`src/rtl/if_pkg.sv`:
```
// Shared definitions for the instruction-fetch stage.
//   NOP                  : bubble instruction word placed in IF/ID when it is invalid.
//   HALT_OPCODE_DEFAULT  : default value of instr[31:26] that marks a halt.
//   if_state_e           : fetch state machine states (RUN, HALT).
//   pc_plus4()           : modulo-2^32 sequential PC increment.
package if_pkg;

  localparam logic [31:0] NOP                 = 32'h0000_0000;
  localparam logic [5:0]  HALT_OPCODE_DEFAULT = 6'h3F;

  typedef enum logic {
    RUN  = 1'b0,
    HALT = 1'b1
  } if_state_e;

  // Wraps 32'hFFFF_FFFC to 0 by plain 32-bit truncation.
  function automatic logic [31:0] pc_plus4(input logic [31:0] pc);
    return pc + 32'd4;
  endfunction

endpackage

```
`src/rtl/pc_reg.sv`:
```
// Program counter register with its next-PC mux.
// Priority on each rising edge: reset > redirect > hold > increment by 4.
// Ports:
//   i_clk            : clock
//   i_rst            : synchronous active-high reset, loads RESET_PC
//   i_redirect_valid : load i_redirect_pc (overrides hold)
//   i_redirect_pc    : redirect target
//   i_hold           : keep the current PC
//   o_pc             : current PC (registered)
module pc_reg
  import if_pkg::*;
#(
  parameter logic [31:0] RESET_PC = 32'h0000_0000
) (
  input  logic        i_clk,
  input  logic        i_rst,
  input  logic        i_redirect_valid,
  input  logic [31:0] i_redirect_pc,
  input  logic        i_hold,
  output logic [31:0] o_pc
);

  logic [31:0] r_pc;
  logic [31:0] w_pc_next;

  always_comb begin
    w_pc_next = pc_plus4(r_pc);
    if (i_redirect_valid) begin
      w_pc_next = i_redirect_pc;
    end else if (i_hold) begin
      w_pc_next = r_pc;
    end
  end

  always_ff @(posedge i_clk) begin
    if (i_rst) begin
      r_pc <= RESET_PC;
    end else begin
      r_pc <= w_pc_next;
    end
  end

  assign o_pc = r_pc;

endmodule

```
`src/rtl/if_stage.sv`:
```
// Instruction-fetch stage: owns the PC, addresses the combinational big-endian
// instruction memory, captures the returned word into the IF/ID register, and
// handles stalls, redirects, halt detection and a retired-fetch counter.
// Optional feature macro: IF_ADDR_CHECK_EN (misaligned / out-of-ROM fetch fault).
// Ports:
//   clk, rst            : clock, synchronous active-high reset
//   stall               : hold PC, IF/ID and counter
//   redirect_valid/_pc  : taken branch/jump target from a later stage
//   ins_addr            : byte address to instruction memory (= pc, combinational)
//   ins_data            : instruction word returned in the same cycle
//   if_id_valid/instr   : IF/ID valid flag and instruction (NOP when invalid)
//   if_id_pc/pc4        : address of latched instruction and that address + 4
//   halted              : fetch frozen after a halt instruction or fault
//   fetch_fault         : sticky address fault (0 when the check is compiled out)
//   fetch_count         : number of valid instructions latched into IF/ID
module if_stage
  import if_pkg::*;
#(
  parameter logic [31:0] RESET_PC    = 32'h0000_0000,
  parameter int unsigned ROM_BYTES   = 512,
  parameter logic [5:0]  HALT_OPCODE = HALT_OPCODE_DEFAULT
) (
  input  logic        clk,
  input  logic        rst,
  input  logic        stall,
  input  logic        redirect_valid,
  input  logic [31:0] redirect_pc,
  output logic [31:0] ins_addr,
  input  logic [31:0] ins_data,
  output logic        if_id_valid,
  output logic [31:0] if_id_instr,
  output logic [31:0] if_id_pc,
  output logic [31:0] if_id_pc4,
  output logic        halted,
  output logic        fetch_fault,
  output logic [31:0] fetch_count
);

  if_state_e   r_state;
  logic        r_valid;
  logic [31:0] r_instr;
  logic [31:0] r_pc;
  logic [31:0] r_pc4;
  logic [31:0] r_count;

  logic [31:0] w_pc;
  logic        w_fault;
  logic        w_is_halt;
  logic        w_pc_hold;

  assign w_is_halt = (ins_data[31:26] == HALT_OPCODE);

`ifdef IF_ADDR_CHECK_EN
  localparam logic [31:0] ROM_LAST = 32'(ROM_BYTES - 4);

  logic r_fetch_fault;

  // Only an actual fetch attempt in RUN can fault; a redirect on the same
  // edge replaces the offending PC before it is used.
  assign w_fault = (r_state == RUN) && !redirect_valid &&
                   ((w_pc[1:0] != 2'b00) || (w_pc > ROM_LAST));

  always_ff @(posedge clk) begin
    if (rst) begin
      r_fetch_fault <= 1'b0;
    end else if (w_fault) begin
      r_fetch_fault <= 1'b1;
    end
  end

  assign fetch_fault = r_fetch_fault;
`else
  assign w_fault     = 1'b0;
  assign fetch_fault = 1'b0;
`endif

  // The PC advances only on a normal RUN fetch of a non-halt instruction.
  assign w_pc_hold = w_fault || (r_state == HALT) || stall || w_is_halt;

  pc_reg #(
    .RESET_PC(RESET_PC)
  ) u_pc_reg (
    .i_clk           (clk),
    .i_rst           (rst),
    .i_redirect_valid(redirect_valid),
    .i_redirect_pc   (redirect_pc),
    .i_hold          (w_pc_hold),
    .o_pc            (w_pc)
  );

  always_ff @(posedge clk) begin
    if (rst) begin
      r_state <= RUN;
      r_valid <= 1'b0;
      r_instr <= NOP;
      r_pc    <= 32'h0;
      r_pc4   <= 32'h0;
      r_count <= 32'h0;
    end else if (redirect_valid) begin
      // Flush wins over a halt fetched on the same edge.
      r_state <= RUN;
      r_valid <= 1'b0;
      r_instr <= NOP;
    end else if (w_fault) begin
      r_state <= HALT;
      r_valid <= 1'b0;
      r_instr <= NOP;
    end else if (r_state == HALT) begin
      r_valid <= 1'b0;
      r_instr <= NOP;
    end else if (!stall) begin
      r_valid <= 1'b1;
      r_instr <= ins_data;
      r_pc    <= w_pc;
      r_pc4   <= pc_plus4(w_pc);
      r_count <= r_count + 32'd1;
      if (w_is_halt) begin
        r_state <= HALT;
      end
    end
  end

  assign ins_addr    = w_pc;
  assign if_id_valid = r_valid;
  assign if_id_instr = r_instr;
  assign if_id_pc    = r_pc;
  assign if_id_pc4   = r_pc4;
  assign halted      = (r_state == HALT);
  assign fetch_count = r_count;

endmodule

```
`config.mk`:
```
export PLATFORM = sky130hd
export DESIGN_NAME = if_stage
export DESIGN_NICKNAME = d
export VERILOG_FILES = /design/src/rtl/if_pkg.sv /design/src/rtl/pc_reg.sv /design/src/rtl/if_stage.sv
export SDC_FILE = /design/constraint.sdc
export NUM_CORES = 1
export LEC_CHECK = 0
export BUFFER_PORTS_ARGS = -buffer_cell sky130_fd_sc_hd__buf_2
export CORE_MARGIN = 2
export CORE_UTILIZATION = 40
export DETAILED_ROUTE_END_ITERATION = 7
export GPL_ROUTABILITY_DRIVEN = 1
export PLACE_DENSITY = 0.66
export RECOVER_POWER = 50
export SYNTH_ARGS = -nofsm -noshare
export SYNTH_HDL_FRONTEND = slang
export SYNTH_SLANG_ARGS = --single-unit
```
`constraint.sdc`:
```
create_clock -name clk -period 2.92 [get_ports clk]
set_input_delay 0.438 -clock clk [delete_from_list [all_inputs] [get_ports clk]]
set_output_delay 0.438 -clock clk [all_outputs]
set_load 0.05 [all_outputs]
```
==> flow_metrics.tcl, run 1 <==
set metrics [dict create \
    outcome "finished with violations" \
    violations "max-capacitance violations, max-slew violations" \
    route.detailed.drc 0 \
    ys.flop_type "dfxtp_1" \
    worst-r2r-setup-slack_ns 0.63 \
    globalRouteOverflowTotal 0 \
    cts_setup_buffers 0 \
    total_power_mw 5.141 \
    cts-root-buf "clkbuf_16" \
    number_of_enable_flip_flop_cells_after_synthesis 0 \
    detailed_place.area_um2 8237 \
    floorplan.rows 48 \
    drive_above_1_share_pct 17.89 \
    initialDrtViolationCount 497 \
    critical_path.startpoint_type "input port" \
    worst_hold_path_type "input port to register" \
    critPathMaxFanout 42 \
    grtUsageTotal_pct 21.82 \
    synth.largest_area_cell "dfxtp_1" \
    clock_tree.buffer_depth 2 \
    gp_routability_congestion 0.8235 \
    multi_input_area_um2 3446 \
    critical_path_class "input port to register" \
    ys_seq_elements 160 \
    cts.reportedPaths.clkPinSlew_ns 0.06 \
    antennaDiodeCount 0 \
    largest_net_degree_at_the_start_of_global_routing 50 \
    top_level_ports 231 \
    critical_path.endpoint_type "register" \
    synth.area.top_cells "dfxtp_1, nand2_1, nor2_1" \
    worst-endpoint-required_ns 3.23 \
    timing.final.hold_violations 0 \
    max_slew_margin_pct -24.88 \
    cp_data_arrival_time_ns 2.62 \
    wirelength_um 20410 \
    avgSynthCellArea_um2 8.583 \
    postSynthCellCount 811 \
    leakage_nw 3.292 \
    clock_skews_ns 0.006612 \
    power_density_nw_per_um2 596.5 \
    holdBufCountCts 0 \
    fin_nets 1081 \
    placement.io_buffers 229 \
    floorplan.core_area_um2 17180 \
    vdd_drop_max_v 0.0004012 \
    synth.yosys.warnings 0 \
    slew_violations 43 \
    seq_area_frac_synth_pct 46.02 \
    postRouteAntennaNets 0 \
    number_of_failing_setup_endpoints_in_the_final_timing_report 0 \
    async_flop_share_pct 0 \
    final_critical_path_share_of_the_clock_period_pct 79.25 \
    layout.filler_cells 1758 \
    finalSetupTns_ns 0 \
    worst-slew-pin-transition_ns 1.873 \
    cts.htree.levels 4 \
    synthesis.nets 881 \
    tritoncts "done" \
    via_density 5.178 \
    clock_insertion_delay_worst_skew_ns 0.42 \
    grt_pass1_wl_um 31530 \
    cts_made_buffers 17 \
    area_growth_pct 23.82 \
    drt_pass1_iterations 5 \
    seqCellArea_um2 3203 \
    place.detailed.hpwl_um 14380 \
    yosysTopAreaCellShare_pct 46.02 \
    min_period_ns 2.314 \
    total_via_count_in_the_routed_design 6462 \
    drv_cap 1 \
    chipWidth_um 135.9 \
    drt-wirelength-per-cell_um 16.36 \
    grt_setup_unrepaired "false" \
    synthesis.area_um2 6960 \
    clock.fmax_mhz 432.1 \
    cts_repair_resize_count 0 \
    grt_antenna_before_repair 0 \
    via_count_of_the_first_global_routing_pass 5893 \
    ys_types 65 \
    clkSinkCount 160 \
    die_area_um2 18470 \
    initial_utilization_pct 40.52 \
    design_area_um2 8618 \
    die_h_um 135.9 \
]
flip-flops by register name (all words and copies together), names as in the netlist:
signal and cells:
fetch_count 32, if_id_instr 32, if_id_pc 32, u_pc_reg.o_pc 32, if_id_pc4 30, halted 1, if_id_valid 1
kinds of logic after synthesis:
kind of cell,share of synthesized area (%)
compound gates,13.21
buf+inv,4.404
xor+xnor,7.802
mux,5.051
fa+ha+maj,0.3595
simple gates,23.10
flops,46.02
other cells,0.05388
Yosys cell counts, types with 2 or more instances:
cell      instances
nand3_1          26
nor2_1           99
buf_6             2
a211oi_1         15
o21a_1            3
nor3_2            4
or4_4             2
a311oi_1          2
buf_2            11
a22o_1            3
nor3b_1           3
and3_1            8
or3_1             9
clkbuf_1         41
a21oi_1          58
nor4_2            4
o311ai_0          2
mux2i_1          34
inv_1             5
and2_1            7
clkinv_1          2
nand2_1         116
o21bai_1          3
dfxtp_1         160
nor4_1           10
buf_4             3
ha_1              2
xnor2_1          37
a31oi_1           6
nand4_1          10
a221o_1           2
o211ai_1          4
buf_1             7
xor2_1           25
o21ai_0          28
nor3_1           16
and4_1            9
o22ai_1           6
critical path, cell delays in order:
cell	delay [ns]
buf_4	0.34
clkbuf_1	1.40
nor2b_1	0.09
mux2_1	0.35
cell type report:
cell class / count / share of cell area [%]
clock inverters: 10 / 1.045
repair buffers: 245 / 13.01
multi-input cells: 580 / 39.98
clock buffers: 21 / 5.226
inverters: 7 / 0.3049
well taps: 225 / 3.267
flip-flops and latches: 160 / 37.17
layer usage:
layer	vias to the layer above	wire, um	global-route usage (%)	part of all wire [%]
li1	3203	-	-	-
met1	3007	9293	28.83	46
met2	223	9357	34.48	46
met3	29	1245	4.884	6.1
met4	0	517	8.970	2.5
met5	-	0	0	0
power breakdown:
part / leakage, nW / internal (mW) / switching, mW
Clock: 0.259 / 1.19 / 0.887
Sequential: 1.31 / 2.27 / 0.0893
Combinational: 1.73 / 0.180 / 0.532
layout by cell type (no fill, tap or decap), types with 9 or more instances in the layout:
| cell | netlist | final |
|---|---|---|
| a211oi_1 | 15 | 15 |
| mux2i_1 | 34 | 34 |
| nor3_1 | 16 | 17 |
| clkbuf_16 | 0 | 17 |
| xor2_1 | 25 | 25 |
| o21ai_0 | 28 | 29 |
| and4_1 | 9 | 9 |
| nor4_1 | 10 | 10 |
| xnor2_1 | 37 | 37 |
| clkbuf_1 | 41 | 113 |
| or3_1 | 9 | 9 |
| buf_4 | 3 | 13 |
| nor2_1 | 99 | 99 |
| a21oi_1 | 58 | 58 |
| buf_2 | 11 | 121 |
| nand4_1 | 10 | 10 |
| nand3_1 | 26 | 26 |
| dfxtp_1 | 160 | 160 |
| nand2_1 | 116 | 116 |
stage by stage:
stage	std cells	setup slack [ns]	hold slack, ns	utilization, %
finish	1248	0.6059	0.2286	50.17
global route	1248	0.3497	0.2248	50.17
CTS	1248	0.6684	0.2096	51.10
detailed placement	1217	0.6905	0.4463	47.95
global placement	1217	0.7603	0.4340	47.95
floorplan	811	0.4350	0.5540	-
final timing paths:
path / startpoint / depth (start not counted) / endpoint
setup reg to reg: u_pc_reg.o_pc[2]$_SDFFE_PP0P_ / 5 / u_pc_reg.o_pc[16]$_SDFFE_PP0P_
hold / removal: redirect_pc[28] / 3 / u_pc_reg.o_pc[28]$_SDFFE_PP0P_
setup / recovery: rst / 4 / fetch_count[28]$_SDFFE_PP0P_
hold reg to reg: if_id_valid$_SDFFE_PP0N_ / 2 / if_id_valid$_SDFFE_PP0N_
Note: power is estimated with default switching activity, not from simulation.
==> inputs of run 2 (changes only) <==
PLACE_DENSITY = 0.68   (was 0.66)
clock period = 2.1 ns   (was 2.92 ns; I/O delays follow)
==> run 2 against run 1 <==
Against the previous run: the run now ends clean; wire length decreased by 1.4%; combinational power increased by 46%; highest routed layer unchanged; largest cell class unchanged; sequential power increased by 38%; non-clock buffer count increased by 31; largest power group unchanged; utilization increased by 2.3 points; total power increased by 44%; register-to-register slack got worse by 0.52 ns.
==> flow_metrics.tcl, run 2 (synthesized netlist as in run 1, its figures left out) <==
set metrics [dict create \
    route.detailed.drc 0 \
    cp.buffers_inverters 1 \
    final_cell_mix "dfxtp_1, clkbuf_1, nand2_1" \
    vdd_drop_max_v 0.0006091 \
    place.detailed.hpwl_um 14580 \
    grt_util_met2_pct 34.29 \
    grt_pass1_wl_um 31800 \
    max_slew_margin_pct 28.12 \
    critical_path.endpoint_type "register" \
    via_density 5.098 \
    initialDrtViolationCount 311 \
    die_area_um2 18470 \
    groute.layer.met1.usage_pct 29.81 \
    number_of_failing_setup_endpoints_in_the_final_timing_report 0 \
    largest_net_degree_at_the_start_of_global_routing 56 \
    critPathMaxFanout 16 \
    total_via_count_in_the_routed_design 6520 \
    total_power_mw 7.411 \
    die_h_um 135.9 \
    final_critical_path_share_of_the_clock_period_pct 94.97 \
    globalRouteOverflowTotal 0 \
    drt-wirelength-per-cell_um 15.73 \
    leakage_nw 3.479 \
    busiest_layer "met2" \
    clock_tree.buffer_depth 2 \
    slew_violations 0 \
    initial_utilization_pct 40.52 \
    grt_util_met3_pct 5.108 \
    clock_skews_ns 0.01175 \
    wirelength_um 20130 \
    critical_path_class "register to register" \
    worst-slew-pin-transition_ns 1.078 \
    critPathSlowestCell "or4_1" \
    cts-root-buf "clkbuf_16" \
    critical_path.top_delay_family "simple AND/OR/NAND/NOR gates" \
    cts.htree.levels 4 \
    clock.fmax_mhz 501.4 \
    cts_made_buffers 17 \
    worst_hold_path_type "input port to register" \
    placement.io_buffers 229 \
    critical_path.startpoint_type "register" \
    critical-path-max-stage-delay_ns 0.55 \
    area_growth_pct 29.50 \
    postRouteAntennaNets 0 \
    floorplan.core_area_um2 17180 \
    min_period_ns 1.994 \
    worst-r2r-setup-slack_ns 0.11 \
    top_level_ports 231 \
    drt_pass1_iterations 4 \
    floorplan.rows 48 \
    clock_insertion_delay_worst_skew_ns 0.42 \
    drv_cap 0 \
    timing.final.hold_violations 0 \
    fin_nets 1112 \
    outcome "completed" \
    clkSinkCount 160 \
    grt_setup_unrepaired "false" \
    tritoncts "done" \
    worstPathCellList "nand4_2 -> or4_1 -> buf_4 -> nor4_1 -> xnor2_1 -> nor2_1" \
    cts.reportedPaths.clkPinSlew_ns 0.06 \
    drive_above_1_share_pct 23.08 \
    final_common_cell "dfxtp_1" \
    power_density_nw_per_um2 822.2 \
    grtUsageTotal_pct 21.96 \
    cp_data_arrival_time_ns 2.28 \
    via_count_of_the_first_global_routing_pass 6053 \
    holdBufCountCts 0 \
    finalSetupTns_ns 0 \
    worst-endpoint-required_ns 2.39 \
    chipWidth_um 135.9 \
    gp_routability_congestion 0.8576 \
    grt_antenna_before_repair 1 \
]
==> run 2: path summary, 6_finish.rpt <==
| kind | start | endpoint | depth (start not counted) |
|---|---|---|---|
| worst max-delay path | fetch_count[7]$_SDFFE_PP0P_ | fetch_count[31]$_SDFFE_PP0P_ | 6 |
| worst min-delay path | redirect_pc[27] | u_pc_reg.o_pc[27]$_SDFFE_PP0P_ | 3 |
| worst max register to register | fetch_count[7]$_SDFFE_PP0P_ | fetch_count[31]$_SDFFE_PP0P_ | 6 |
| worst min register to register | if_id_pc[21]$_SDFFE_PP0P_ | if_id_pc[21]$_SDFFE_PP0P_ | 2 |
==> run 2: area by class of cell <==
| type | count | area, um2 |
|---|---|---|
| Fill cell | 1712 | 8163 |
| Inverter | 7 | 26.28 |
| Clock buffer | 22 | 496.7 |
| Antenna cell | 1 | 2.502 |
| Multi-Input combinational cell | 580 | 3477 |
| Sequential cell | 160 | 3269 |
| Clock inverter | 8 | 100.1 |
| Tap cell | 225 | 281.5 |
| Timing Repair Buffer | 276 | 1360 |
==> run 2: where the power goes <==
group | leakage (nW) | internal (mW) | total (mW) | switching (mW)
clock | 0.292 | 1.91 | 3.12 | 1.21
sequential | 1.32 | 3.15 | 3.26 | 0.106
combinational | 1.86 | 0.275 | 1.04 | 0.761
total | 3.48 | 5.34 | 7.41 | 2.07
==> run 2: tightest hold or removal path: cells and delay by family <==
family,cells,cell delay (ns)
AND/OR/NAND/NOR,2,0.10
buffers and inverters,1,0.07
==> run 2: repair_timing <==
item | CTS | global route
gates resized for setup | 0 | 2
endpoints found under the setup margin | 0 | 1
setup buffers | 0 | 0
hold endpoints to repair | 0 | 0
==> run 2: layer usage <==
layer  part of all wire (%)  vias to the layer above  routed length [um]
met1                     45                     3031                9134
li1                       -                     3273                   -
met2                     47                      197                9373
met5                      0                        -                   0
met3                    6.5                       19                1311
met4                    1.5                        0                 305
==> run 2: metrics by stage <==
step           std cells  hold slack [ns]  instance area, um2  utilization, %  setup slack [ns]
2_1_floorplan        811           0.4310                7071               -          -0.04846
3_3_place_gp        1248           0.4382                8556           49.81            0.1554
3_5_place_dp        1248           0.4450                8556           49.81            0.1306
4_1_cts             1278          0.09327                9153           53.29            0.1151
5_1_grt             1279          0.09746                9014           52.48           0.01435
6_report            1279           0.1053                9014           52.48            0.1056
==> inputs of run 3 (changes only) <==
CTS_CLUSTER_SIZE = 14   (was unset)
PLACE_DENSITY = unset   (was 0.68)
PLACE_DENSITY_LB_ADDON = 0.12   (was unset)
==> run 3 against run 2 <==
Against the previous run: clock skew about the same; first-iteration DRC count increased by 16%; utilization increased by 0.21 points; via count increased by 0.98%; sequential share of layout area decreased by 0.15 points.
==> flow_metrics.tcl, run 3 (synthesized netlist as in run 1, its figures left out) <==
set metrics [dict create \
    via_count_of_the_first_global_routing_pass 5967 \
    placedCellCount 1255 \
    holdBufCountCts 0 \
    cts_repair_resize_count 0 \
    slew_violations 0 \
    clock_skews_ns 0.01154 \
    gp_routability_congestion 0.8242 \
    finalSetupTns_ns 0 \
    timing.hold.worst_path_depth 3 \
    r2r_cells 5 \
    crit-reg2reg-launch "u_pc_reg.o_pc[2]$_SDFFE_PP0P_" \
    grtUsageTotal_pct 22.03 \
    route.detailed.drc 0 \
    worst-r2r-setup-slack_ns 0.13 \
    final_critical_path_setup_slack_ns 0.1255 \
    total_via_count_in_the_routed_design 6584 \
    place.detailed.hpwl_um 14620 \
    drive_above_1_share_pct 23.07 \
    power_density_nw_per_um2 820.7 \
    number_of_failing_setup_endpoints_in_the_final_timing_report 0 \
    floorplan.core_area_um2 17180 \
    min_period_ns 1.974 \
    pwr-share-seq_pct 43.7 \
    chipWidth_um 135.9 \
    swShare_pct 29.19 \
    cellInternalPower_mw 5.259 \
    postRouteAntennaNets 0 \
    clkSinkCount 160 \
    initialDrtViolationCount 360 \
    grt_antenna_before_repair 1 \
    via_density 5.112 \
    die_area_um2 18470 \
    critical_path.endpoint_type "register" \
    tritoncts "done" \
    initial_utilization_pct 40.52 \
    drv_cap 0 \
    vdd_drop_max_v 0.0005285 \
    wirelength_um 20540 \
    total_switching_power_mw 2.168 \
    dp_worst_setup_slack_ns 0.09288 \
    worstPathCellList "nand4_1 -> or4_4 -> or3_4 -> o211ai_2 -> o311ai_2" \
    floorplan.rows 48 \
    top_level_ports 231 \
    fin_nets 1119 \
    cts.htree.levels 4 \
    outcome "completed" \
    worst_hold_path_type "input port to register" \
    critical_path_class "register to register" \
    largest_net_degree_at_the_start_of_global_routing 45 \
    grt_pass1_wl_um 31940 \
    crit-reg2reg-capture "u_pc_reg.o_pc[21]$_SDFFE_PP0P_" \
    timing.final.hold_violations 0 \
    cts-root-buf "clkbuf_16" \
    cts_setup_buffers 0 \
    final_common_cell "dfxtp_1" \
    hold_end "u_pc_reg.o_pc[27]$_SDFFE_PP0P_" \
    cts.reportedPaths.clkPinSlew_ns 0.07 \
    clock_insertion_delay_worst_skew_ns 0.42 \
    min-delay-start "redirect_pc[27]" \
    critical-path-max-stage-delay_ns 0.60 \
    grt_setup_unrepaired "false" \
    clock.fmax_mhz 506.5 \
    area_growth_pct 30.02 \
    worst-endpoint-required_ns 2.40 \
    critPathSlowestCell "or4_4" \
    cts_made_buffers 17 \
    total_power_mw 7.427 \
    placement.io_buffers 229 \
    final_core_area_utilization_pct 52.69 \
    power.share.clock_pct 42.1 \
    die_h_um 135.9 \
    critPathMaxFanout 8 \
    leakage_nw 3.489 \
    final_cell_mix "dfxtp_1, clkbuf_1, nand2_1" \
    cp_data_arrival_time_ns 2.27 \
    instances_no_fill 1288 \
    critical_path.startpoint_type "register" \
    clock_tree.buffer_depth 2 \
    share_comb_of_total_power_pct 14.2 \
    globalRouteOverflowTotal 0 \
    drt_pass1_iterations 5 \
    drt-wirelength-per-cell_um 15.94 \
    max_slew_margin_pct 40.06 \
    final_critical_path_share_of_the_clock_period_pct 94.02 \
    worst-slew-pin-transition_ns 0.8990 \
]
==> run 3: cell types whose count changed in the layout (fill, tap and decap cells not counted), moves of 2 or more <==
cell and delta:
clkinv_2 -2, inv_4 +3, clkbuf_1 +6, nor4_2 -2, clkbuf_16 -2, buf_2 -7
nor4_1 +2, buf_4 +5
==> run 3: area by class of cell <==
| cell class | instances | area [um2] |
|---|---|---|
| Multi-Input combinational cell | 580 | 3466 |
| Clock inverter | 11 | 126.4 |
| Timing Repair Buffer | 283 | 1418 |
| Fill cell | 1747 | 8127 |
| Tap cell | 225 | 281.5 |
| Antenna cell | 1 | 2.502 |
| Sequential cell | 160 | 3269 |
| Clock buffer | 21 | 460.4 |
| Inverter | 7 | 26.28 |
==> run 3: power by group through the flow <==
| stage | combinational (mW) | sequential (mW) | clock, mW |
|---|---|---|---|
| 3_5_place_dp | 1.08 | 3.31 | 0 |
| 4_1_cts | 1.08 | 3.25 | 3.19 |
| 3_3_place_gp | 1.08 | 3.31 | 0 |
| 5_1_grt | 1.13 | 3.26 | 3.31 |
| 6_report | 1.05 | 3.25 | 3.13 |
| 2_1_floorplan | 0.372 | 3.70 | 0 |
==> run 3: worst max-delay path: cells and delay by family (launching register included) <==
| kind | cells | cell delay [ns] |
|---|---|---|
| AND/OR/NAND/NOR | 3 | 1.17 |
| flip-flops | 1 | 0.39 |
| AO/OA/AOI/OAI | 2 | 0.30 |
==> run 3: stage by stage <==
| step | cell area, um2 | hold slack [ns] |
|---|---|---|
| global route | 9050 | 0.1188 |
| CTS | 9209 | 0.09412 |
| detailed placement | 8622 | 0.4419 |
| finish | 9050 | 0.1063 |
| global placement | 8622 | 0.4340 |
| floorplan | 7071 | 0.4310 |
==> run 3: worst max path at each step <==
| stage | startpoint | end | slack (ns) | cells after the start |
|---|---|---|---|---|
| finish | u_pc_reg.o_pc[2]$_SDFFE_PP0P_ | u_pc_reg.o_pc[21]$_SDFFE_PP0P_ | 0.13 | 5 |
| global route | u_pc_reg.o_pc[2]$_SDFFE_PP0P_ | u_pc_reg.o_pc[21]$_SDFFE_PP0P_ | 0.002 | 5 |
| CTS | u_pc_reg.o_pc[2]$_SDFFE_PP0P_ | u_pc_reg.o_pc[21]$_SDFFE_PP0P_ | 0.11 | 5 |
| detailed placement | stall | fetch_count[22]$_SDFFE_PP0P_ | 0.09 | 6 |
| global placement | stall | fetch_count[22]$_SDFFE_PP0P_ | 0.11 | 6 |
| floorplan | u_pc_reg.o_pc[3]$_SDFFE_PP0P_ | u_pc_reg.o_pc[21]$_SDFFE_PP0P_ | -0.05 | 6 |
==> run 3: metal layers <==
metal  wire (um)  part of all wire [%]  global-route usage [%]  vias up
li1            -                     -                       -     3280
met1        9688                    47                   30.40     3107
met2        9376                    46                   34.51      179
met3        1193                   5.8                   4.922       18
met4         276                   1.3                   6.424        0
met5           0                     0                       0        -
